**src/rtl/serial_adder_pkg.sv**
```systemverilog
// Shared types for the bit-serial adder: FSM state encoding and a small
// state-decode helper used by the top-level controller.
package serial_adder_pkg;

  typedef enum logic [1:0] {
    IDLE = 2'b00,
    RUN  = 2'b01,
    DONE = 2'b10
  } state_t;

  // A new operation may be launched from either of these states.
  function automatic logic is_accept_state(input state_t s);
    return (s == IDLE) || (s == DONE);
  endfunction

endpackage

```
**src/rtl/serial_adder_fa.sv**
```systemverilog
// Team single-bit full adder; purely combinational bit slice.
module fa (
  input  logic a,
  input  logic b,
  input  logic cin,
  output logic sum,
  output logic cout
);

  assign sum  = a ^ b ^ cin;
  assign cout = (a & b) | (cin & (a ^ b));

endmodule

```
**src/rtl/serial_adder.sv**
```systemverilog
// Bit-serial LSB-first adder: one full adder reused for WIDTH cycles, with a
// start/busy/done handshake and a result that only updates on completion.
//
// state | meaning
// IDLE  | waiting for start
// RUN   | adding one bit pair per cycle
// DONE  | sum/cout just updated; one-cycle done pulse
module serial_adder
  import serial_adder_pkg::*;
#(
  parameter int WIDTH = 8
) (
  input  logic             clk,
  input  logic             rstn,
  input  logic             start,
  input  logic [WIDTH-1:0] a,
  input  logic [WIDTH-1:0] b,
  input  logic             cin,
  output logic             busy,
  output logic             done,
  output logic [WIDTH-1:0] sum,
  output logic             cout
);

  localparam int CW = $clog2(WIDTH + 1);
  localparam logic [CW-1:0] LAST = CW'(WIDTH - 1);

  state_t           state;
  state_t           state_nxt;
  logic [WIDTH-1:0] sa;
  logic [WIDTH-1:0] sb;
  logic [WIDTH-1:0] res;
  logic [WIDTH-1:0] res_nxt;
  logic             carry;
  logic [CW-1:0]    cnt;
  logic             fa_sum;
  logic             fa_cout;
  logic             accept;
  logic             last;

  fa u_fa (
    .a    (sa[0]),
    .b    (sb[0]),
    .cin  (carry),
    .sum  (fa_sum),
    .cout (fa_cout)
  );

  assign accept = is_accept_state(state) && start;
  assign last   = (state == RUN) && (cnt == LAST);

  // Shift the new sum bit in at the MSB; written this way so WIDTH=1 works.
  always_comb begin
    res_nxt            = res >> 1;
    res_nxt[WIDTH-1]   = fa_sum;
  end

  always_comb begin
    state_nxt = state;
    busy      = 1'b0;
    done      = 1'b0;
    case (state)
      IDLE: begin
        if (start) state_nxt = RUN;
      end
      RUN: begin
        busy = 1'b1;
        if (cnt == LAST) state_nxt = DONE;
      end
      DONE: begin
        done      = 1'b1;
        state_nxt = start ? RUN : IDLE;
      end
      default: state_nxt = IDLE;
    endcase
  end

  always_ff @(posedge clk) begin
    if (!rstn) state <= IDLE;
    else       state <= state_nxt;
  end

  always_ff @(posedge clk) begin
    if (!rstn) begin
      sa    <= '0;
      sb    <= '0;
      res   <= '0;
      carry <= 1'b0;
      cnt   <= '0;
      sum   <= '0;
      cout  <= 1'b0;
    end else begin
      if (accept) begin
        sa    <= a;
        sb    <= b;
        carry <= cin;
        cnt   <= '0;
      end else if (state == RUN) begin
        sa    <= sa >> 1;
        sb    <= sb >> 1;
        carry <= fa_cout;
        res   <= res_nxt;
        cnt   <= cnt + 1'b1;
      end
      // Publish only on the final bit so partial results never leak out.
      if (last) begin
        sum  <= res_nxt;
        cout <= fa_cout;
      end
    end
  end

endmodule

```
**config.mk**
```make
export PLATFORM = sky130hd
export DESIGN_NAME = serial_adder
export DESIGN_NICKNAME = d
export VERILOG_FILES = /design/src/rtl/serial_adder_pkg.sv /design/src/rtl/serial_adder_fa.sv /design/src/rtl/serial_adder.sv
export SDC_FILE = /design/constraint.sdc
export NUM_CORES = 1
export LEC_CHECK = 0
export ABC_AREA = 0
export CAP_MARGIN = 5
export CORE_AREA = 8 8 56 81
export CTS_CLUSTER_DIAMETER = 150
export DETAILED_ROUTE_END_ITERATION = 12
export DIE_AREA = 0 0 64 89
export GPL_TIMING_DRIVEN = 0
export HOLD_SLACK_MARGIN = 0.06
export PLACE_DENSITY = 0.74
export REMOVE_ABC_BUFFERS = 1
export SLEW_MARGIN = 0
export SYNTH_ARGS = -nofsm -noshare
export SYNTH_HDL_FRONTEND = slang
export SYNTH_SLANG_ARGS = --single-unit
```
**constraint.sdc**
```tcl
create_clock -name clk -period 1.3 [get_ports clk]
set_input_delay 0.26 -clock clk [delete_from_list [all_inputs] [get_ports clk]]
set_output_delay 0.26 -clock clk [all_outputs]
set_load 0.05 [all_outputs]
```
==> summary.txt, run 1 <==
Outcome
  • Outcome: finished, violations left
  • Violated checks: setup timing

Floorplanning
  • Total die area: 0.005696 mm^2
  • Core outline area: roughly 0.0034 mm^2
  • Height of the die: 89 um
  • Effective utilization at floorplan: 0.4746
  • Ports placed on the boundary: 31
  • Number of rows created at floorplan: 26
  • Die width: 64 um

Synth
  • Post-synth top area cell: dfxtp_1
  • YS warnings: 0
  • Top-area cell type share of the netlist area: 0.4910
  • Post-synth EDFFs: 0
  • Syn Std Cell Area: between 0.0015 and 0.002 mm^2
  • Top post-synthesis cells by area: dfxtp_1, nand2_1, mux2i_1
  • Post-synthesis sequential element count: 39
  • Top_reg_cell synth: dfxtp_1
  • Register area share after synthesis: 0.4910
  • Cells after synthesis: ~180
  • Mean Syn Cell Area: ~9 um^2
  • Async set or reset register ratio after synthesis: 0
  • Number of unique standard cell types used by synthesis: 28

Pwr
  • Leakage power: between 0.7 and 0.8 nW
  • Highest ir drop seen on vdd: 0.8664 mV
  • Design internal power: about 1.8 mW
  • Psw: ~0.6 mW
  • Fraction of power spent switching nets: 0.2466
  • Sequential share of power: 0.546
  • Combinational cell fraction of total power: 0.147
  • Power Dens Cells: roughly 1100 mW/mm^2
  • Clock power share: 0.307
  • Total power of the final layout: ~2.4 mW

Routing
  • Avg Vias per Cell: between 5 and 6
  • Number of detailed-routing iterations run before antenna repair: 4
  • Remaining design rule violation count: 0
  • Detailed Route WL: ~3700 um
  • DRT antenna net count: 0
  • Initial drt markers: 27
  • Wirelength per Cell: approximately 14 um
  • Routed via count: about 1400

Setup path
  • Category of cells accounting for the largest share of critical-path delay: flip-flops
  • Sum of buffers and inverters on the critical path: 2
  • Critical path capture point type: primary output
  • Top fanout value on the critical path: 6
  • CP Data Required Time: between 1 and 1.5 ns
  • Critical path type: flip-flop to primary output
  • Critical Path AT: around 1.1 ns
  • Slowest cell on the critical path: dfxtp_2
  • Startpoint Class: flip-flop
  • List of cells traversed by the critical path: nand2b_4, clkinv_8, buf_12
  • Slowest cell delay on critical path: roughly 0.36 ns

Timing
  • Number of hold-slack violations in the final timing report: 0
  • Final Max Tran Viols: 0
  • Final critical-path required period: around 1.3 ns
  • Worst relative slew slack: 0.4986
  • Max Freq: 753.9 MHz
  • Worst Hold Margin: ~0.45 ns
  • Final setup margin: -0.02637 ns
  • RSZ-0062 raised after global routing: true
  • Setup Skew: 0.003748 ns
  • Final Setup Violations: 2
  • Transition time of the tightest slew-check pin: between 0.7 and 0.8 ns
  • Final cycle utilization of the critical path: 1.020

Clock network
  • Total number of H-tree levels: 2
  • Clock latency at the later pin of the worst-skew pair: between 0.2 and 0.3 ns
  • Clock transition at the register clock pins on the worst setup and hold paths after CTS: approximately 0.070 ns
  • Buffer levels on the longest clock path: 2
  • CTS Root Buffer Type: clkbuf_8
  • TritonCTS Sinks: 39
  • Clock tree from TritonCTS: done
  • Total clock buffers created by CTS: 5

Placement
  • Placed inst area: around 0.0019 mm^2
  • Final weighted congestion in routability-driven placement: between 0.6 and 0.7
  • IO buf count: 30
  • Cell count after placement: 240
  • Sum of net half-perimeters after detailed placement: roughly 2300 um

Global routing
  • Maximum number of pins on one net before global-route repair: 46
  • Gr ovfl total: 0
  • Antenna violations before repair: 0
  • Wire length of the first global-routing pass: a little over 6000 um
  • Global-route usage over all layers: 0.1317
  • Number of global-route vias before repair: 1437

Layout
  • Total of fill cells in the finished design: between 300 and 400
  • Share of post-route cells with drive strength above 1: 0.1797
  • Final antenna diode count: 0
  • Net count of the finished layout: 240
  • Layout Utilization: 0.6367
  • Post-Layout Cell Count: roughly 260
  • Post-route design area: about 0.0021 mm^2
  • Synth-to-Final Area Change: 34.15%

Job
  • Max-cap check violation count: 0

Min path
  • Type of the worst min-delay path: flip-flop to flip-flop
[cell usage after synthesis, types with 2 or more instances]
cell type / n
a21oi_1: 3
o221ai_1: 8
mux2i_1: 9
a21boi_0: 11
nand3_1: 5
nand2_1: 47
clkbuf_1: 4
nor2_1: 10
nand2b_1: 2
a31oi_1: 4
o21ai_0: 5
nor3_1: 8
buf_2: 8
a22oi_1: 3
nor2b_1: 2
nand3b_1: 2
dfxtp_1: 39
[state kept, by name (all words and copies together), names as in the netlist]
register  count
carry         1
cnt           4
cout          1
res           7
sa            8
sb            8
state         2
sum           8
[metrics by stage]
| step | worst slack, ns | TNS (ns) |
|---|---|---|
| after floorplan | -1.177 | -29.57 |
| after global placement | -1.983 | -45.60 |
| after detailed placement | -2.007 | -47.66 |
| after CTS | -0.2502 | -0.5983 |
| after global routing | -0.05721 | -0.1581 |
| final | -0.02637 | -0.03577 |
[power groups by stage]
| stage | logic [mW] | registers (mW) | clock network, mW |
|---|---|---|---|
| 4_1_cts | 0.293 | 1.29 | 0.750 |
| 3_3_place_gp | 0.265 | 1.31 | 0 |
| 6_report | 0.349 | 1.29 | 0.726 |
| 2_1_floorplan | 0.157 | 1.30 | 0 |
| 3_5_place_dp | 0.275 | 1.31 | 0 |
| 5_1_grt | 0.384 | 1.30 | 0.799 |
[what timing repair did]
item                                    CTS  global route
endpoints found under the setup margin   50            23
hold buffers                              0             0
buffers inserted                          1            10
resized for setup                        56             3
cloned                                    1             1
[kinds of logic (layout without fill, tap and decap cells)]
| group | after synthesis | in the layout | share of synthesized area |
|---|---|---|---|
| flip-flops | 39 | 39 | 0.4910 |
| buffers and inverters | 14 | 49 | 0.04406 |
| XOR/XNOR | 2 | 2 | 0.01102 |
| adder cells (fa/ha/maj) | 2 | 2 | 0.02046 |
| AO/OA/AOI/OAI | 35 | 35 | 0.1566 |
| multiplexers | 9 | 9 | 0.05665 |
| AND/OR/NAND/NOR | 80 | 81 | 0.2203 |
[final timing paths]
path,slack (ns),endpoint,depth (start not counted),start
min,0.45,sum[6]$_SDFFE_PN0P_,2,sum[6]$_SDFFE_PN0P_
max,-0.03,busy,3,state[1]$_SDFFE_PN0P_
min reg2reg,0.45,sum[6]$_SDFFE_PN0P_,2,sum[6]$_SDFFE_PN0P_
max reg2reg,-0.01,cnt[3]$_SDFFE_PP0P_,3,state[1]$_SDFFE_PN0P_
[worst register-to-register path: stages (launching register included)]
cell	delay, ns
dfxtp_2	0.34
nand2b_2	0.33
or3_1	0.42
a21oi_2	0.15
[area by class of cell]
type                            instances  area (um^2)  share of cell area
Sequential cell                        39        787.0              0.3689
Multi-Input combinational cell        129        765.7              0.3589
Timing Repair Buffer                   41        430.4              0.2018
Clock buffer                            6        72.57             0.03402
Tap cell                               42        52.55             0.02463
Inverter                                1        16.27            0.007625
Timing Repair inverter                  1        8.758            0.004106
[layout by cell type, fill, tap and decap left out, types with 8 or more instances in the layout]
cell,instances
buf_4,9
clkdlybuf4s50_1,18
nor2_1,10
a21boi_0,11
dfxtp_1,36
nand2_1,47
clkdlybuf4s15_2,9
o221ai_1,8
mux2i_1,9
nor3_1,8
[layer usage]
| metal | GRT usage | vias to the layer above | wire [um] |
|---|---|---|---|
| met1 | 0.1244 | 649 | 1534 |
| met3 | 0.05521 | 6 | 198 |
| met4 | 0.04888 | 0 | 42 |
| li1 | - | 690 | - |
| met5 | 0 | - | 0 |
| met2 | 0.2466 | 32 | 1897 |
Power figures use the tool's default switching activity.
==> run 2: changes to the inputs <==
--- a/config.mk
+++ b/config.mk
@@ -19,3 +19,4 @@
 export SYNTH_ARGS = -nofsm -noshare
 export SYNTH_HDL_FRONTEND = slang
 export SYNTH_SLANG_ARGS = --single-unit
+export TNS_END_PERCENT = 10
==> summary.txt, run 2 (synthesized netlist as in run 1, its figures left out) <==
Setup path
  • Critical path type: flip-flop to primary output (unchanged)
  • List of cells traversed by the critical path: nand2b_4, clkinv_8, buf_12 (unchanged)
  • Top fanout value on the critical path: 6 (unchanged)
  • Critical path capture point type: primary output (unchanged)
  • CP Data Required Time: 1.04 ns (about the same)
  • Slowest cell on the critical path: dfxtp_2 (unchanged)
  • Sum of buffers and inverters on the critical path: 2 (unchanged)
  • Critical Path AT: 1.07 ns (about the same)
  • Startpoint Class: flip-flop (unchanged)
  • Slowest cell delay on critical path: 0.36 ns (about the same)
  • Category of cells accounting for the largest share of critical-path delay: flip-flops (unchanged)

Layout
  • Largest registers ranked by flip-flop count: sa: 8 flops, sb: 8 flops, sum: 8 flops (unchanged)
  • Most used cells in the layout excluding fill and tap cells: nand2_1, dfxtp_1, clkdlybuf4s50_1 (unchanged)
  • Total of fill cells in the finished design: 304 (unchanged)
  • Synth-to-Final Area Change: 33.75% (was 34.15%)
  • Area taken by flip-flops and latches: 788.3 um^2 (was 787.0 um^2)
  • Share of post-route cells with drive strength above 1: 0.1806 (was 0.1797)
  • Final antenna diode count: 0 (unchanged)
  • Area of the multi-input gates: 765.7 um^2 (unchanged)
  • Post-Layout Cell Count: 258 (was 259)
  • Net count of the finished layout: 239 (was 240)
  • Most frequent standard cell in the layout excluding fill and tap cells: nand2_1 (unchanged)

Routing
  • Avg Vias per Cell: 5.283 (was 5.317)
  • Remaining design rule violation count: 0 (unchanged)
  • Detailed Route WL: 3636 um (was 3673 um)
  • Wirelength per Cell: 14.09 um (was 14.18 um)
  • Number of detailed-routing iterations run before antenna repair: 4 (unchanged)
  • Routed via count: 1363 (was 1377)
  • DRT antenna net count: 0 (unchanged)
  • Initial drt markers: 15 (was 27)

Global routing
  • Wire length of the first global-routing pass: 6085 um (was 6113 um)
  • Antenna violations before repair: 0 (unchanged)
  • Gr ovfl total: 0 (unchanged)
  • Number of global-route vias before repair: 1420 (was 1437)
  • Maximum number of pins on one net before global-route repair: 46 (unchanged)
  • Global-route usage over all layers: 0.1312 (was 0.1317)

Floorplanning
  • Effective utilization at floorplan: 0.4746 (unchanged)
  • Height of the die: 89 um (unchanged)
  • Core outline area: 0.003351 mm^2 (unchanged)
  • Die width: 64 um (unchanged)
  • Number of rows created at floorplan: 26 (unchanged)
  • Total die area: 0.005696 mm^2 (unchanged)
  • Ports placed on the boundary: 31 (unchanged)

Clock network
  • Cts-stage hold buffer count: 0 (unchanged)
  • Total clock buffers created by CTS: 5 (unchanged)
  • Clock transition at the register clock pins on the worst setup and hold paths after CTS: 0.07 ns (about the same)
  • Clock latency at the later pin of the worst-skew pair: 0.28 ns (about the same)
  • TritonCTS Sinks: 39 (unchanged)
  • Buffer levels on the longest clock path: 2 (unchanged)
  • Total number of H-tree levels: 2 (unchanged)
  • Clock tree from TritonCTS: done (unchanged)
  • CTS Root Buffer Type: clkbuf_8 (unchanged)

Placement
  • Cell count after placement: 240 (unchanged)
  • IO buf count: 30 (unchanged)
  • Sum of net half-perimeters after detailed placement: 2312 um (unchanged)
  • Worst setup slack after placement: -2.007 ns (unchanged)
  • Final weighted congestion in routability-driven placement: 0.6805 (unchanged)

Pwr
  • Highest ir drop seen on vdd: 0.8611 mV (was 0.8664 mV)
  • Power Dens Cells: 1108 mW/mm^2 (was 1109 mW/mm^2)
  • Leakage power: 0.7412 nW (was 0.7462 nW)

Timing
  • Max Freq: 754.4 MHz (was 753.9 MHz)
  • Final cycle utilization of the critical path: 1.020 (about the same)
  • Worst Hold Margin: 0.4537 ns (about the same)
  • RSZ-0062 raised after global routing: true (unchanged)
  • Setup TNS after final layout: -0.04761 ns (was -0.03577 ns)
  • Final critical-path required period: 1.325 ns (was 1.326 ns)
  • Final Setup Violations: 3 (was 2)
  • Final Max Tran Viols: 0 (unchanged)
  • Transition time of the tightest slew-check pin: 0.7673 ns (was 0.7521 ns)
  • Number of hold-slack violations in the final timing report: 0 (unchanged)
  • Final setup margin: -0.02547 ns (was -0.02637 ns)
  • Worst relative slew slack: 0.4884 (was 0.4986)
  • Setup Skew: 0.002946 ns (was 0.003748 ns)

Outcome
  • Outcome: finished, violations left (unchanged)
  • Violated checks: setup timing (unchanged)

Job
  • Max-cap check violation count: 0 (unchanged)

Min path
  • Type of the worst min-delay path: flip-flop to flip-flop (unchanged)
## run 2: cell types whose count changed in the layout (fill, tap and decap cells not counted)
cell,change
buf_4,-1
dfxtp_1,-1
dfxtp_2,+1
## run 2: worst paths after layout
path | from | endpoint | slack, ns | cells past startpoint
hold / removal | sum[6]$_SDFFE_PN0P_ | sum[6]$_SDFFE_PN0P_ | 0.45 | 2
setup reg to reg | state[1]$_SDFFE_PN0P_ | cnt[3]$_SDFFE_PP0P_ | -0.01 | 3
hold reg to reg | sum[6]$_SDFFE_PN0P_ | sum[6]$_SDFFE_PN0P_ | 0.45 | 2
setup / recovery | state[1]$_SDFFE_PN0P_ | busy | -0.03 | 3
## run 2: what timing repair did
| action | 4_1_cts | 5_1_grt |
|---|---|---|
| pin swaps | 0 | 1 |
| resized for setup | 52 | 9 |
| endpoints found under the setup margin | 50 | 33 |
| cloned | 1 | 1 |
| setup buffers | 0 | 10 |
## run 2: worst register-to-register path: stages (launching register included)
cell and delay (ns):
dfxtp_2 0.34, nand2b_2 0.33, or3_1 0.43, a21oi_2 0.15
## run 2: layout make-up
| class | instances | area share |
|---|---|---|
| Timing Repair Buffer | 40 | 0.1988 |
| Clock buffer | 6 | 0.03412 |
| Multi-Input combinational cell | 129 | 0.3600 |
| Tap cell | 42 | 0.02471 |
| Sequential cell | 39 | 0.3706 |
| Timing Repair inverter | 1 | 0.004118 |
| Inverter | 1 | 0.007647 |
## run 2: power breakdown
group / switching, mW / internal [mW] / leakage [nW]
Sequential: 0.0400 / 1.25 / 0.320
Clock: 0.364 / 0.357 / 0.0371
Combinational: 0.174 / 0.170 / 0.384
## run 2: metrics by stage
step,utilization,power [mW],instance area [um^2]
2_1_floorplan,-,1.461,1524
5_1_grt,0.6348,2.480,2127
3_3_place_gp,0.5601,1.574,1877
4_1_cts,0.6001,2.334,2011
3_5_place_dp,0.5601,1.588,1877
6_report,0.6348,2.357,2127
## run 2: layer usage
metal  routed length, um  part of all wire  GRT usage  vias up
li1                    -                 -          -      688
met1                1530              0.42     0.1251      637
met2                1862              0.51     0.2466       32
met3                 201             0.055    0.05395        6
met4                  42             0.012    0.04481        0
met5                   0                 0          0        -
